==> config.mk <==
export PLATFORM = sky130hd
export DESIGN_NAME = gig_ethernet_pcs_pma_reset_seq_flat
export DESIGN_NICKNAME = d
export VERILOG_FILES = /design/src/rtl/gig_ethernet_pcs_pma_reset_seq_if.sv /design/src/rtl/gig_ethernet_pcs_pma_reset_seq.sv /design/src/flat_wrapper.sv
export SDC_FILE = /design/constraint.sdc
export NUM_CORES = 1
export LEC_CHECK = 0
export ABC_AREA = 1
export BUFFER_PORTS_ARGS = -buffer_cell sky130_fd_sc_hd__buf_2
export CAP_MARGIN = 5
export CORE_MARGIN = 5
export CORE_UTILIZATION = 57
export DETAILED_ROUTE_END_ITERATION = 8
export PLACE_DENSITY = 0.78
export SLEW_MARGIN = 30
export SYNTH_ARGS = -nofsm -noshare
export SYNTH_HDL_FRONTEND = slang
export SYNTH_SLANG_ARGS = --single-unit
==> constraint.sdc <==
create_clock -name clk -period 2.2 [get_ports clk]
set_input_delay 0.11 -clock clk [delete_from_list [all_inputs] [get_ports clk]]
set_output_delay 0.11 -clock clk [all_outputs]
set_load 0.02 [all_outputs]
==> src/rtl/gig_ethernet_pcs_pma_reset_seq_if.sv <==
// Status/control bundle between the transceiver reset sequencer (master) and the
// PLL/GT/PCS side it controls (slave).
interface gig_ethernet_pcs_pma_reset_seq_if;
  logic       pll_lock;
  logic       tx_resetdone;
  logic       rx_resetdone;
  logic       pll_reset;
  logic       gt_reset;
  logic       pcs_reset;
  logic       reset_done;
  logic [2:0] seq_state;
  logic [7:0] retry_count;

  modport master (
    input  pll_lock,
    input  tx_resetdone,
    input  rx_resetdone,
    output pll_reset,
    output gt_reset,
    output pcs_reset,
    output reset_done,
    output seq_state,
    output retry_count
  );

  modport slave (
    output pll_lock,
    output tx_resetdone,
    output rx_resetdone,
    input  pll_reset,
    input  gt_reset,
    input  pcs_reset,
    input  reset_done,
    input  seq_state,
    input  retry_count
  );
endinterface

==> src/rtl/gig_ethernet_pcs_pma_reset_seq.sv <==
// Transceiver reset sequencer: PLL reset -> lock -> GT reset -> resetdone -> settle -> release PCS.
// Optional wait-state timeout with retry counting is enabled by defining RESET_SEQ_RETRY_EN.
module gig_ethernet_pcs_pma_reset_seq #(
  parameter int unsigned PLL_RST_CYCLES = 16,
  parameter int unsigned GT_RST_CYCLES  = 16,
  parameter int unsigned SETTLE_CYCLES  = 8,
  parameter int unsigned TIMEOUT_CYCLES = 1000000
) (
  input  logic clk,
  input  logic reset,
  gig_ethernet_pcs_pma_reset_seq_if.master bus
);

  localparam int unsigned CntW   = 24;
  localparam int unsigned RetryW = 8;

  localparam logic [CntW-1:0] PllLast    = CntW'(PLL_RST_CYCLES - 1);
  localparam logic [CntW-1:0] GtLast     = CntW'(GT_RST_CYCLES - 1);
  localparam logic [CntW-1:0] SettleLast = CntW'(SETTLE_CYCLES - 1);

  typedef enum logic [2:0] {
    PLL_RST   = 3'd0,
    WAIT_LOCK = 3'd1,
    GT_RST    = 3'd2,
    WAIT_DONE = 3'd3,
    SETTLE    = 3'd4,
    DONE      = 3'd5
  } state_e;

  state_e          state_q, state_d;
  logic [CntW-1:0] cnt_q, cnt_d;

  logic pll_reset_q, pll_reset_d;
  logic gt_reset_q, gt_reset_d;
  logic pcs_reset_q, pcs_reset_d;
  logic reset_done_q, reset_done_d;

  logic lock_c;
  logic rd_c;
  logic timeout_c;
  logic retry_inc_c;

  assign lock_c = bus.pll_lock;
  assign rd_c   = bus.tx_resetdone & bus.rx_resetdone;

  // Next state: loss of lock outranks loss of resetdone, which outranks normal progress.
  always_comb begin
    state_d     = state_q;
    retry_inc_c = 1'b0;
    case (state_q)
      PLL_RST: begin
        if (cnt_q == PllLast) state_d = WAIT_LOCK;
      end
      WAIT_LOCK: begin
        if (lock_c) begin
          state_d = GT_RST;
        end else if (timeout_c) begin
          state_d     = PLL_RST;
          retry_inc_c = 1'b1;
        end
      end
      GT_RST: begin
        if (!lock_c)               state_d = PLL_RST;
        else if (cnt_q == GtLast)  state_d = WAIT_DONE;
      end
      WAIT_DONE: begin
        if (!lock_c) begin
          state_d = PLL_RST;
        end else if (rd_c) begin
          state_d = SETTLE;
        end else if (timeout_c) begin
          state_d     = PLL_RST;
          retry_inc_c = 1'b1;
        end
      end
      SETTLE: begin
        if (!lock_c)                    state_d = PLL_RST;
        else if (!rd_c)                 state_d = GT_RST;
        else if (cnt_q == SettleLast)   state_d = DONE;
      end
      DONE: begin
        if (!lock_c)      state_d = PLL_RST;
        else if (!rd_c)   state_d = GT_RST;
      end
      default: state_d = PLL_RST;
    endcase
  end

  // Dwell counter restarts on every state change.
  always_comb begin
    cnt_d = cnt_q + CntW'(1);
    if (state_d != state_q) cnt_d = '0;
  end

  // Output decode from the next state so registered outputs move with the state.
  always_comb begin
    pll_reset_d  = 1'b0;
    gt_reset_d   = 1'b0;
    pcs_reset_d  = 1'b1;
    reset_done_d = 1'b0;
    case (state_d)
      PLL_RST: begin
        pll_reset_d = 1'b1;
        gt_reset_d  = 1'b1;
      end
      WAIT_LOCK, GT_RST: begin
        gt_reset_d = 1'b1;
      end
      DONE: begin
        pcs_reset_d  = 1'b0;
        reset_done_d = 1'b1;
      end
      default: ;
    endcase
  end

  always_ff @(posedge clk) begin
    if (reset) begin
      state_q      <= PLL_RST;
      cnt_q        <= '0;
      pll_reset_q  <= 1'b1;
      gt_reset_q   <= 1'b1;
      pcs_reset_q  <= 1'b1;
      reset_done_q <= 1'b0;
    end else begin
      state_q      <= state_d;
      cnt_q        <= cnt_d;
      pll_reset_q  <= pll_reset_d;
      gt_reset_q   <= gt_reset_d;
      pcs_reset_q  <= pcs_reset_d;
      reset_done_q <= reset_done_d;
    end
  end

`ifdef RESET_SEQ_RETRY_EN
  localparam logic [CntW-1:0]   TmoLast  = CntW'(TIMEOUT_CYCLES - 1);
  localparam logic [RetryW-1:0] RetryMax = {RetryW{1'b1}};

  logic [CntW-1:0]   tmo_q, tmo_d;
  logic [RetryW-1:0] retry_q, retry_d;

  assign timeout_c = (tmo_q == TmoLast);

  // Timeout counter shares the state-entry clear; retry count saturates.
  always_comb begin
    tmo_d   = tmo_q + CntW'(1);
    retry_d = retry_q;
    if (state_d != state_q) tmo_d = '0;
    if (retry_inc_c && (retry_q != RetryMax)) retry_d = retry_q + RetryW'(1);
  end

  always_ff @(posedge clk) begin
    if (reset) begin
      tmo_q   <= '0;
      retry_q <= '0;
    end else begin
      tmo_q   <= tmo_d;
      retry_q <= retry_d;
    end
  end

  assign bus.retry_count = retry_q;
`else
  logic unused_timeout_cfg;

  assign timeout_c          = 1'b0;
  assign unused_timeout_cfg = ^{retry_inc_c, CntW'(TIMEOUT_CYCLES)};
  assign bus.retry_count    = '0;
`endif

  assign bus.pll_reset  = pll_reset_q;
  assign bus.gt_reset   = gt_reset_q;
  assign bus.pcs_reset  = pcs_reset_q;
  assign bus.reset_done = reset_done_q;
  assign bus.seq_state  = state_q;

endmodule
==> src/flat_wrapper.sv <==
// flat-port wrapper written by rule: the top's interface ports become plain ports
module gig_ethernet_pcs_pma_reset_seq_flat 
#(
  parameter int unsigned PLL_RST_CYCLES = 16,
  parameter int unsigned GT_RST_CYCLES  = 16,
  parameter int unsigned SETTLE_CYCLES  = 8,
  parameter int unsigned TIMEOUT_CYCLES = 1000000
)
  (clk, reset, bus_pll_lock, bus_tx_resetdone, bus_rx_resetdone, bus_pll_reset, bus_gt_reset, bus_pcs_reset, bus_reset_done, bus_seq_state, bus_retry_count);
  gig_ethernet_pcs_pma_reset_seq_if bus_i ();
  input  logic clk;
  input  logic reset;
  input wire logic [$bits(bus_i.pll_lock)-1:0] bus_pll_lock;
  input wire logic [$bits(bus_i.tx_resetdone)-1:0] bus_tx_resetdone;
  input wire logic [$bits(bus_i.rx_resetdone)-1:0] bus_rx_resetdone;
  output wire logic [$bits(bus_i.pll_reset)-1:0] bus_pll_reset;
  output wire logic [$bits(bus_i.gt_reset)-1:0] bus_gt_reset;
  output wire logic [$bits(bus_i.pcs_reset)-1:0] bus_pcs_reset;
  output wire logic [$bits(bus_i.reset_done)-1:0] bus_reset_done;
  output wire logic [$bits(bus_i.seq_state)-1:0] bus_seq_state;
  output wire logic [$bits(bus_i.retry_count)-1:0] bus_retry_count;
  assign bus_i.pll_lock = bus_pll_lock;
  assign bus_i.tx_resetdone = bus_tx_resetdone;
  assign bus_i.rx_resetdone = bus_rx_resetdone;
  assign bus_pll_reset = bus_i.pll_reset;
  assign bus_gt_reset = bus_i.gt_reset;
  assign bus_pcs_reset = bus_i.pcs_reset;
  assign bus_reset_done = bus_i.reset_done;
  assign bus_seq_state = bus_i.seq_state;
  assign bus_retry_count = bus_i.retry_count;
  gig_ethernet_pcs_pma_reset_seq #(.PLL_RST_CYCLES(PLL_RST_CYCLES), .GT_RST_CYCLES(GT_RST_CYCLES), .SETTLE_CYCLES(SETTLE_CYCLES), .TIMEOUT_CYCLES(TIMEOUT_CYCLES)) u_core (.clk(clk), .reset(reset), .bus(bus_i));
endmodule
## After elaboration in Yosys (flattened, before gate mapping)

Index checks and enable logic that the tools add are counted.

| operators by class | value |
|---|---|
| reductions and logical operators | 4 |
| mux-type cells | 16 |
| equal/unequal tests | 11 |
| bitwise logic cells | 1 |
| add/sub/neg operators | 1 |

Operators with widths:

| operator | count |
|---|---|
| 3-bit two-way mux | 11 |
| 24-bit by 1-bit adder with 24-bit output, second input constant | 1 |
| 24-bit by 3-bit equality test with 1-bit output, second input constant | 1 |
| 24-bit by 4-bit equality test with 1-bit output, second input constant | 1 |
| 3-bit one-hot mux with 6 select lines | 1 |
| 3-bit by 2-bit equality test with 1-bit output, second input constant | 3 |
| 3-bit equality test, second input constant | 3 |
| 3-bit by 1-bit equality test with 1-bit output, second input constant | 2 |
| 3-bit zero test | 2 |
| 1-bit two-way mux | 4 |
| 3-bit != test | 1 |
| 3-bit OR reduction | 1 |
| 2-bit OR reduction | 1 |
| 1-bit AND | 1 |

| storage, ports and cells | value |
|---|---|
| flip-flop bits (word level) | 31 |
| input port bits | 5 |
| output and inout bits | 15 |
| logic and storage cells | 39 |

## Longest topological paths before layout

Gate-level depths: netlist (run 1).

| depth | value |
|---|---|
| word-level depth | 8 |
| mapped depth | 13 |

## Worst setup path after synthesis (run 1)

OpenSTA, ideal clock, no wires.

| timing | value |
|---|---|
| path type | reg2reg |
| start point | reg u_core.cnt_q[0] |
| end point | reg u_core.cnt_q[0] |
| setup time | 117 ps |
| path slack | 581 ps |
| stages on the path, launching flop included | 14 |
| data arrival time | 1502 ps |
| buffers on the path | 1 |
| data required time | 2083 ps |
| cells stage by stage | dfxtp_1 -> ha_1 -> nand3_1 -> nor2_1 -> nand3_1 -> nand2_1 -> nand2_1 -> nand2_1 -> nand2_1 -> nand2_1 -> nand2_1 -> nand2_4 -> buf_6 -> nor2_2 |

| on the way | value |
|---|---|
| longest elaborated chain between the ends | 7 |
| elaborated cells between the ends (all ways) | 12 |

RTL lines:

| element | line | RTL |
|---|---|---|
| start: declaration | gig_ethernet_pcs_pma_reset_seq.sv:31 | `logic [CntW-1:0] cnt_q, cnt_d;` |
| start signal: assignment | gig_ethernet_pcs_pma_reset_seq.sv:127 | `cnt_q <= cnt_d;` |
| 24-bit by 3-bit equality test with 1-bit output | gig_ethernet_pcs_pma_reset_seq.sv:79 | `else if (cnt_q == SettleLast) state_d = DONE;` |
| 3-bit two-way mux | gig_ethernet_pcs_pma_reset_seq.sv:79 |  |
| 3-bit two-way mux | gig_ethernet_pcs_pma_reset_seq.sv:78 | `else if (!rd_c) state_d = GT_RST;` |
| 3-bit two-way mux | gig_ethernet_pcs_pma_reset_seq.sv:77 | `if (!lock_c) state_d = PLL_RST;` |
| 3-bit one-hot mux with 6 select lines | gig_ethernet_pcs_pma_reset_seq.sv:50 | `case (state_q)` |
| 3-bit != test | gig_ethernet_pcs_pma_reset_seq.sv:92 | `if (state_d != state_q) cnt_d = '0;` |
| 2-bit OR reduction (no line) | n/a |  |

Parallel ways exist; a longest one is shown, timed or not.
A chain may end at the register's enable or synchronous reset.

## Worst setup path in the final report (run 1)

| timing | value |
|---|---|
| start point | reg u_core.cnt_q[0] |
| end point | reg u_core.cnt_q[17] |

Same word-level chain as after synthesis.

==> flow_summary.yaml, run 1 <==
worst_setup_path:
  critPathMostFrequentCell: "nand2_1"
  worst-r2r-setup-slack_ns: 0.32
  reg2reg_from: "u_core.cnt_q[0]$_SDFF_PP0_"
  timing.critical_path.from_type: "flip-flop"
  reg2regPathDepth: 12
  crit_path_cell_trace: "ha_1 -> nand3_1 -> nor2_1 -> nand3_1 -> nand2_1 -> nand2_1 -> nand2_1 -> nand2_1 -> nand2_1 -> nand2_1 -> nand2_4 -> nor2_1"
  timing.critical_path.arrival_ns: 2.09
  reg2reg_to: "u_core.cnt_q[17]$_SDFF_PP0_"
  worstPathRequired_ns: 2.41
  end_kind: "flip-flop"
  crit_type: "flip-flop to flip-flop"
  path_max_fanout: 24
  slowest_stage: "dfxtp_1"
  slowest_delay_ns: 0.42
yosys:
  postSynth.topFlopCell: "dfxtp_1"
  synthCells: 247
  synth.yosys.seq_area_share_pct: 35.0
  syn_avg_cell_area_sq_um: 7.19
  top_cell_types_by_occurrence_after_synthesis: "nand2_1, nor2_1, dfxtp_1, inv_1, nor2_2"
  synth-seq-cells: 31
  synth_largest_area_cell: "dfxtp_1"
  share_of_yosys_cell_area_claimed_by_the_top_area_cell_type_pct: 35.0
  most_common_cell_in_the_synthesized_netlist: "nand2_1"
  yosys_warnings: 0
  yosys-top-cells-area: "dfxtp_1, nand2_1, xor2_1"
  synth.lib_cells_used.distinct: 28
  async_reset_ff_share_pct: 0
  synth-edff-count: 0
  netlist_area_sq_mm: 0.00178
worst_hold_path:
  worst_hold_startpoint: "bus_pll_lock"
  worst_hold_path_type: "primary input to flip-flop"
  timing.hold.worst_path_depth: 3
  timing.hold.worst_endpoint: "u_core.bus.seq_state[1]$_SDFF_PP0_"
grt:
  globalRouteOverflowTotal: 0
  grt.total_usage_pct: 18.1
  grt_antenna_before_repair: 0
  grt_max_degree: 25
  grt_first_pass_wirelength_mm: 5.99
  via_count_of_the_first_global_routing_pass: 1378
placed_design:
  gp_routability_congestion: 0.862
  buffer_ports.inserted: 11
  dpl-instance-area_sq_mm: 0.00183
  numPlacedInstances: 299
  dpl.hpwl_mm: 2.57
power_and_ir_drop:
  total_switching_power_mw: 0.228
  internal_power_mw: 0.726
  swShare_pct: 23.9
  leakage_nw: 0.797
  clock_power_share_pct: 34.9
  pwr_density_cell_mw_per_mm2: 503
  seq_power_share_pct: 60.0
  peakVddDrop_uv: 445
  power_mw: 0.954
  power_frac_comb_pct: 5.1
run:
  cap_violations: 0
timing:
  rsz0062_at_grt: "no"
  finalSetupViolations: 0
  max_freq_mhz: 532
  max_slew_margin_pct: 66.5
  final-max-slew-violation-count: 0
  min_period_ns: 1.88
  setup_tns_ns: 0
  worst-slew-pin-transition_ns: 0.498
  layout_worst_path_cycle_share_pct: 85.4
  hold_violations: 0
  fin_worst_skew_ns: 0.00745
cts:
  cts_setup_buffers: 0
  tritoncts.num_buffers: 5
  maximum_number_of_buffers_from_clock_root_to_sink: 2
  number_of_h_tree_branching_levels: 2
  clkSlewWorstSetupHoldPaths_ns: 0.09
  clock_sink_count: 31
  cts_hold_buf: 1
  clock_insertion_delay_worst_skew_ns: 0.33
  number_of_cells_upsized_or_downsized_after_cts: 0
  cts_tree: "yes"
  clockRootBuffer: "clkbuf_4"
floorplanning:
  core_sq_mm: 0.00303
  count_of_pins_on_the_block_boundary: 20
  rows: 20
  initial_utilization_pct: 58.6
  die_height_um: 65.8
  die_area_sq_mm: 0.00433
  floorplan.die.width_um: 65.8
routing:
  route.detailed.drc: 0
  avgRoutedWirePerCell_um: 10.9
  wirelength_mm: 3.35
  detail-route-antenna-nets: 0
  detail_route.vias_per_cell: 4.74
  drt-pass1-iter-count: 4
  route.vias.total: 1456
  drt-initial-drc-count: 43
finish:
  syn2layout_area_growth_pct: 6.77
  final_layout_size_suffix_gt1_share_pct: 22.1
  final_non_filler_cell_area_sq_mm: 0.00190
  antenna_cells: 0
  net_count_reported_at_finish: 270
  final_cell_count_no_fill: 307
status:
  outcome: "finished, final reports clean"
worst max-delay path, delay by kind of cell, from the launching register on:
family / cells / cell delay [ns]
flops: 1 / 0.42
simple gates: 11 / 1.09
fa+ha+maj: 1 / 0.25
per-layer routing:
metal	wire length [um]	GRT usage (%)	part of all wire (%)
met1	1570	22.6	47
met2	1570	27.7	47
met3	109	4.25	3.3
met4	100	11.9	3.0
met5	0	0	0
kinds of logic after synthesis:
logic type | Yosys count | share of synthesized area (%)
flops | 31 | 35.0
simple gates | 133 | 37.3
compound gates | 10 | 3.17
xor+xnor | 20 | 9.87
other cells | 1 | 0.211
fa+ha+maj | 2 | 1.41
buf+inv | 50 | 13.1
final cells by class:
class | instances | area (sq um)
multi-input combinational | 173 | 948
tap | 44 | 55.1
clock buffer | 6 | 51.3
clock inverter | 1 | 5.00
timing repair buffer | 12 | 65.1
inverter | 40 | 150
sequential | 31 | 621
fill | 287 | 1130
registers in the layout (all words and copies together) (netlist names):
register	count
u_core.cnt_q	24
u_core.bus.pcs_reset	1
u_core.bus.reset_done	1
u_core.bus.seq_state	3
u_core.bus.gt_reset	1
u_core.bus.pll_reset	1
worst max path at each step:
| stage | start | end | slack (ns) | cells after the start |
|---|---|---|---|---|
| detailed placement | u_core.cnt_q[0]$_SDFF_PP0_ | u_core.cnt_q[18]$_SDFF_PP0_ | 0.34 | 12 |
| global route | u_core.cnt_q[0]$_SDFF_PP0_ | u_core.cnt_q[17]$_SDFF_PP0_ | 0.06 | 12 |
| global placement | u_core.cnt_q[0]$_SDFF_PP0_ | u_core.cnt_q[18]$_SDFF_PP0_ | 0.39 | 12 |
| finish | u_core.cnt_q[0]$_SDFF_PP0_ | u_core.cnt_q[17]$_SDFF_PP0_ | 0.32 | 12 |
| floorplan | u_core.cnt_q[0]$_SDFF_PP0_ | u_core.cnt_q[0]$_SDFF_PP0_ | 0.58 | 13 |
| CTS | u_core.cnt_q[0]$_SDFF_PP0_ | u_core.cnt_q[17]$_SDFF_PP0_ | 0.31 | 12 |
power groups by stage:
stage,Sequential [mW],Combinational (mW),Clock [mW]
floorplan,0.584,0.0517,0
global placement,0.585,0.0460,0
detailed placement,0.585,0.0469,0
CTS,0.572,0.0484,0.343
global route,0.574,0.0546,0.384
finish,0.572,0.0483,0.333
cells in the final DEF, fill, tap and decap left out, types with 2 or more instances in the layout:
master and n:
a21oi_1 3, buf_2 11, clkbuf_4 5, conb_1 8, dfxtp_1 31, ha_1 2
inv_1 31, inv_2 8, nand2_1 39, nand3_1 20, nand3_2 2, nand4_1 3
nor2_1 32, nor2_2 22, nor3_1 7, nor3_2 3, o21ai_1 4, xnor2_1 4
xor2_1 16
per-stage QoR:
stage / worst slack (ns) / utilization (%) / hold slack [ns]
2_1_floorplan: 0.581 / - / 0.179
6_report: 0.321 / 62.6 / 0.0846
4_1_cts: 0.310 / 62.6 / 0.0659
3_5_place_dp: 0.337 / 60.4 / 0.340
5_1_grt: 0.0607 / 62.6 / 0.0712
3_3_place_gp: 0.391 / 60.4 / 0.346
No activity file was read; power rests on OpenSTA's default activity.
==> run 2: changes to the inputs <==
==> constraint.sdc (replaced) <==
create_clock -name clk -period 2.2 [get_ports clk]
set_input_delay 0.44 -clock clk [delete_from_list [all_inputs] [get_ports clk]]
set_output_delay 0.44 -clock clk [all_outputs]
set_load 0.02 [all_outputs]
==> run 2 against run 1 <==
  * Wire length shrank 0.12%
  * Maximum frequency is essentially flat
  * Largest cell class unchanged
  * Critical endpoint unchanged
  * Setup slack lost 0.00064 ns
  * Combinational power shrank 3%
  * Largest power group unchanged
  * Non-clock buffer count shrank 1
  * Power shrank 0.13%
  * Clock power is essentially flat
  * Clock skew is essentially flat
  * First-iteration DRC count grew 14%
  * Hold slack gained 0.24 ns
  * Count of clock-buffer cells in the layout is the same
  * Sequential share of layout area grew 0.17 points
==> flow_summary.yaml, run 2 (synthesis results as in run 1) <==
finish:
  syn2layout_area_growth_pct: 6.20
  final_cell_utilization_of_the_core_pct: 62.3
  mostFrequentLayoutCell: "nand2_1"
  largest_register_by_flop_count: "u_core.cnt_q"
  sequential_cell_area_sq_um: 621
  largest_register_ff_count: 24
  final.fill_count: 287
  layout.cells.most_common_list: "nand2_1, nor2_1, inv_1, dfxtp_1, nor2_2"
  multi_input_comb_area_sq_um: 948
  final_layout_size_suffix_gt1_share_pct: 22.1
  antenna_cells: 0
  net_count_reported_at_finish: 269
routing:
  avgRoutedWirePerCell_um: 10.9
  detail_route.vias_per_cell: 4.74
  route.detailed.drc: 0
  wirelength_mm: 3.35
  drt-pass1-iter-count: 4
  detail-route-antenna-nets: 0
  route.vias.total: 1451
  drt-initial-drc-count: 49
cts:
  cts_tree: "yes"
  clock_sink_count: 31
  clockRootBuffer: "clkbuf_4"
  maximum_number_of_buffers_from_clock_root_to_sink: 2
  tritoncts.num_buffers: 5
  cts_setup_buffers: 0
  clock_insertion_delay_worst_skew_ns: 0.33
  number_of_cells_upsized_or_downsized_after_cts: 0
  clkSlewWorstSetupHoldPaths_ns: 0.09
  number_of_h_tree_branching_levels: 2
  cts_hold_buf: 0
timing:
  hold_violations: 0
  setup_tns_ns: 0
  min_period_ns: 1.88
  finalSetupViolations: 0
  final_critical_path_setup_slack_ns: 0.320
  worst-slew-pin-transition_ns: 0.498
  max_freq_mhz: 532
  layout_worst_path_cycle_share_pct: 85.4
  fin_worst_skew_ns: 0.00737
  rsz0062_at_grt: "no"
  max_slew_margin_pct: 66.5
  final-max-slew-violation-count: 0
floorplanning:
  count_of_pins_on_the_block_boundary: 20
  floorplan.die.width_um: 65.8
  rows: 20
  core_sq_mm: 0.00303
  die_height_um: 65.8
  die_area_sq_mm: 0.00433
  initial_utilization_pct: 58.6
worst_setup_path:
  timing.critical_path.from_type: "flip-flop"
  crit_type: "flip-flop to flip-flop"
  worst-r2r-setup-slack_ns: 0.32
  timing.critical_path.arrival_ns: 2.09
  end_kind: "flip-flop"
  path_max_fanout: 24
  worstPathRequired_ns: 2.41
status:
  outcome: "finished, final reports clean"
grt:
  globalRouteOverflowTotal: 0
  grt.total_usage_pct: 18.1
  grt_max_degree: 25
  via_count_of_the_first_global_routing_pass: 1376
  grt_antenna_before_repair: 0
  grt_first_pass_wirelength_mm: 5.98
power_and_ir_drop:
  leakage_nw: 0.793
  pwr_density_cell_mw_per_mm2: 505
  peakVddDrop_uv: 445
  power_mw: 0.953
placed_design:
  dpl.hpwl_mm: 2.57
  buffer_ports.inserted: 11
  gp_routability_congestion: 0.862
  place_ws_ns: 0.337
run:
  cap_violations: 0
worst_hold_path:
  worst_hold_path_type: "primary input to flip-flop"
==> run 2: cell count changes in the layout (fill, tap and decap cells not counted), sizes merged <==
| cell | before | now |
|---|---|---|
| dlygate4sd3 | 1 | 0 |
==> run 2: path summary, 6_finish.rpt <==
check	to	cells past startpoint	start
setup / recovery	u_core.cnt_q[17]$_SDFF_PP0_	12	u_core.cnt_q[0]$_SDFF_PP0_
hold reg to reg	u_core.cnt_q[0]$_SDFF_PP0_	1	u_core.cnt_q[0]$_SDFF_PP0_
hold / removal	u_core.bus.seq_state[0]$_SDFF_PP0_	2	reset
setup reg to reg	u_core.cnt_q[17]$_SDFF_PP0_	12	u_core.cnt_q[0]$_SDFF_PP0_
==> run 2: where the power goes <==
part | switching [mW] | internal (mW) | total, mW
logic | 0.0353 | 0.0117 | 0.0470
clock network | 0.185 | 0.148 | 0.333
registers | 0.00688 | 0.565 | 0.572
==> run 2: final cells by class <==
type,instances,area share (%)
Clock inverter,1,0.265
Tap cell,44,2.92
Inverter,40,7.96
Clock buffer,6,2.72
Timing Repair Buffer,11,2.92
Multi-Input combinational cell,173,50.3
Sequential cell,31,32.9
==> run 2: layer usage <==
metal	wire, um	vias up	global-route usage [%]
li1	-	775	-
met1	1570	639	22.4
met5	0	-	0
met3	109	11	4.25
met2	1570	26	27.7
met4	100	0	11.9
==> run 2: metrics by stage <==
| stage | std cells | area (sq um) | hold WS, ns |
|---|---|---|---|
| 6_report | 306 | 1890 | 0.322 |
| 5_1_grt | 306 | 1890 | 0.311 |
| 4_1_cts | 306 | 1890 | 0.314 |
| 3_5_place_dp | 299 | 1830 | 0.494 |
| 3_3_place_gp | 299 | 1830 | 0.468 |
| 2_1_floorplan | 254 | 1800 | 0.453 |
==> run 2: worst max-delay path, cell delays in order, from the launching register on <==
cell and delay (ns):
dfxtp_1 0.42, ha_1 0.25, nand3_1 0.09, nor2_1 0.11, nand3_1 0.08, nand2_1 0.06
nand2_1 0.05, nand2_1 0.05, nand2_1 0.07, nand2_1 0.10, nand2_1 0.09, nand2_4 0.31
nor2_1 0.08
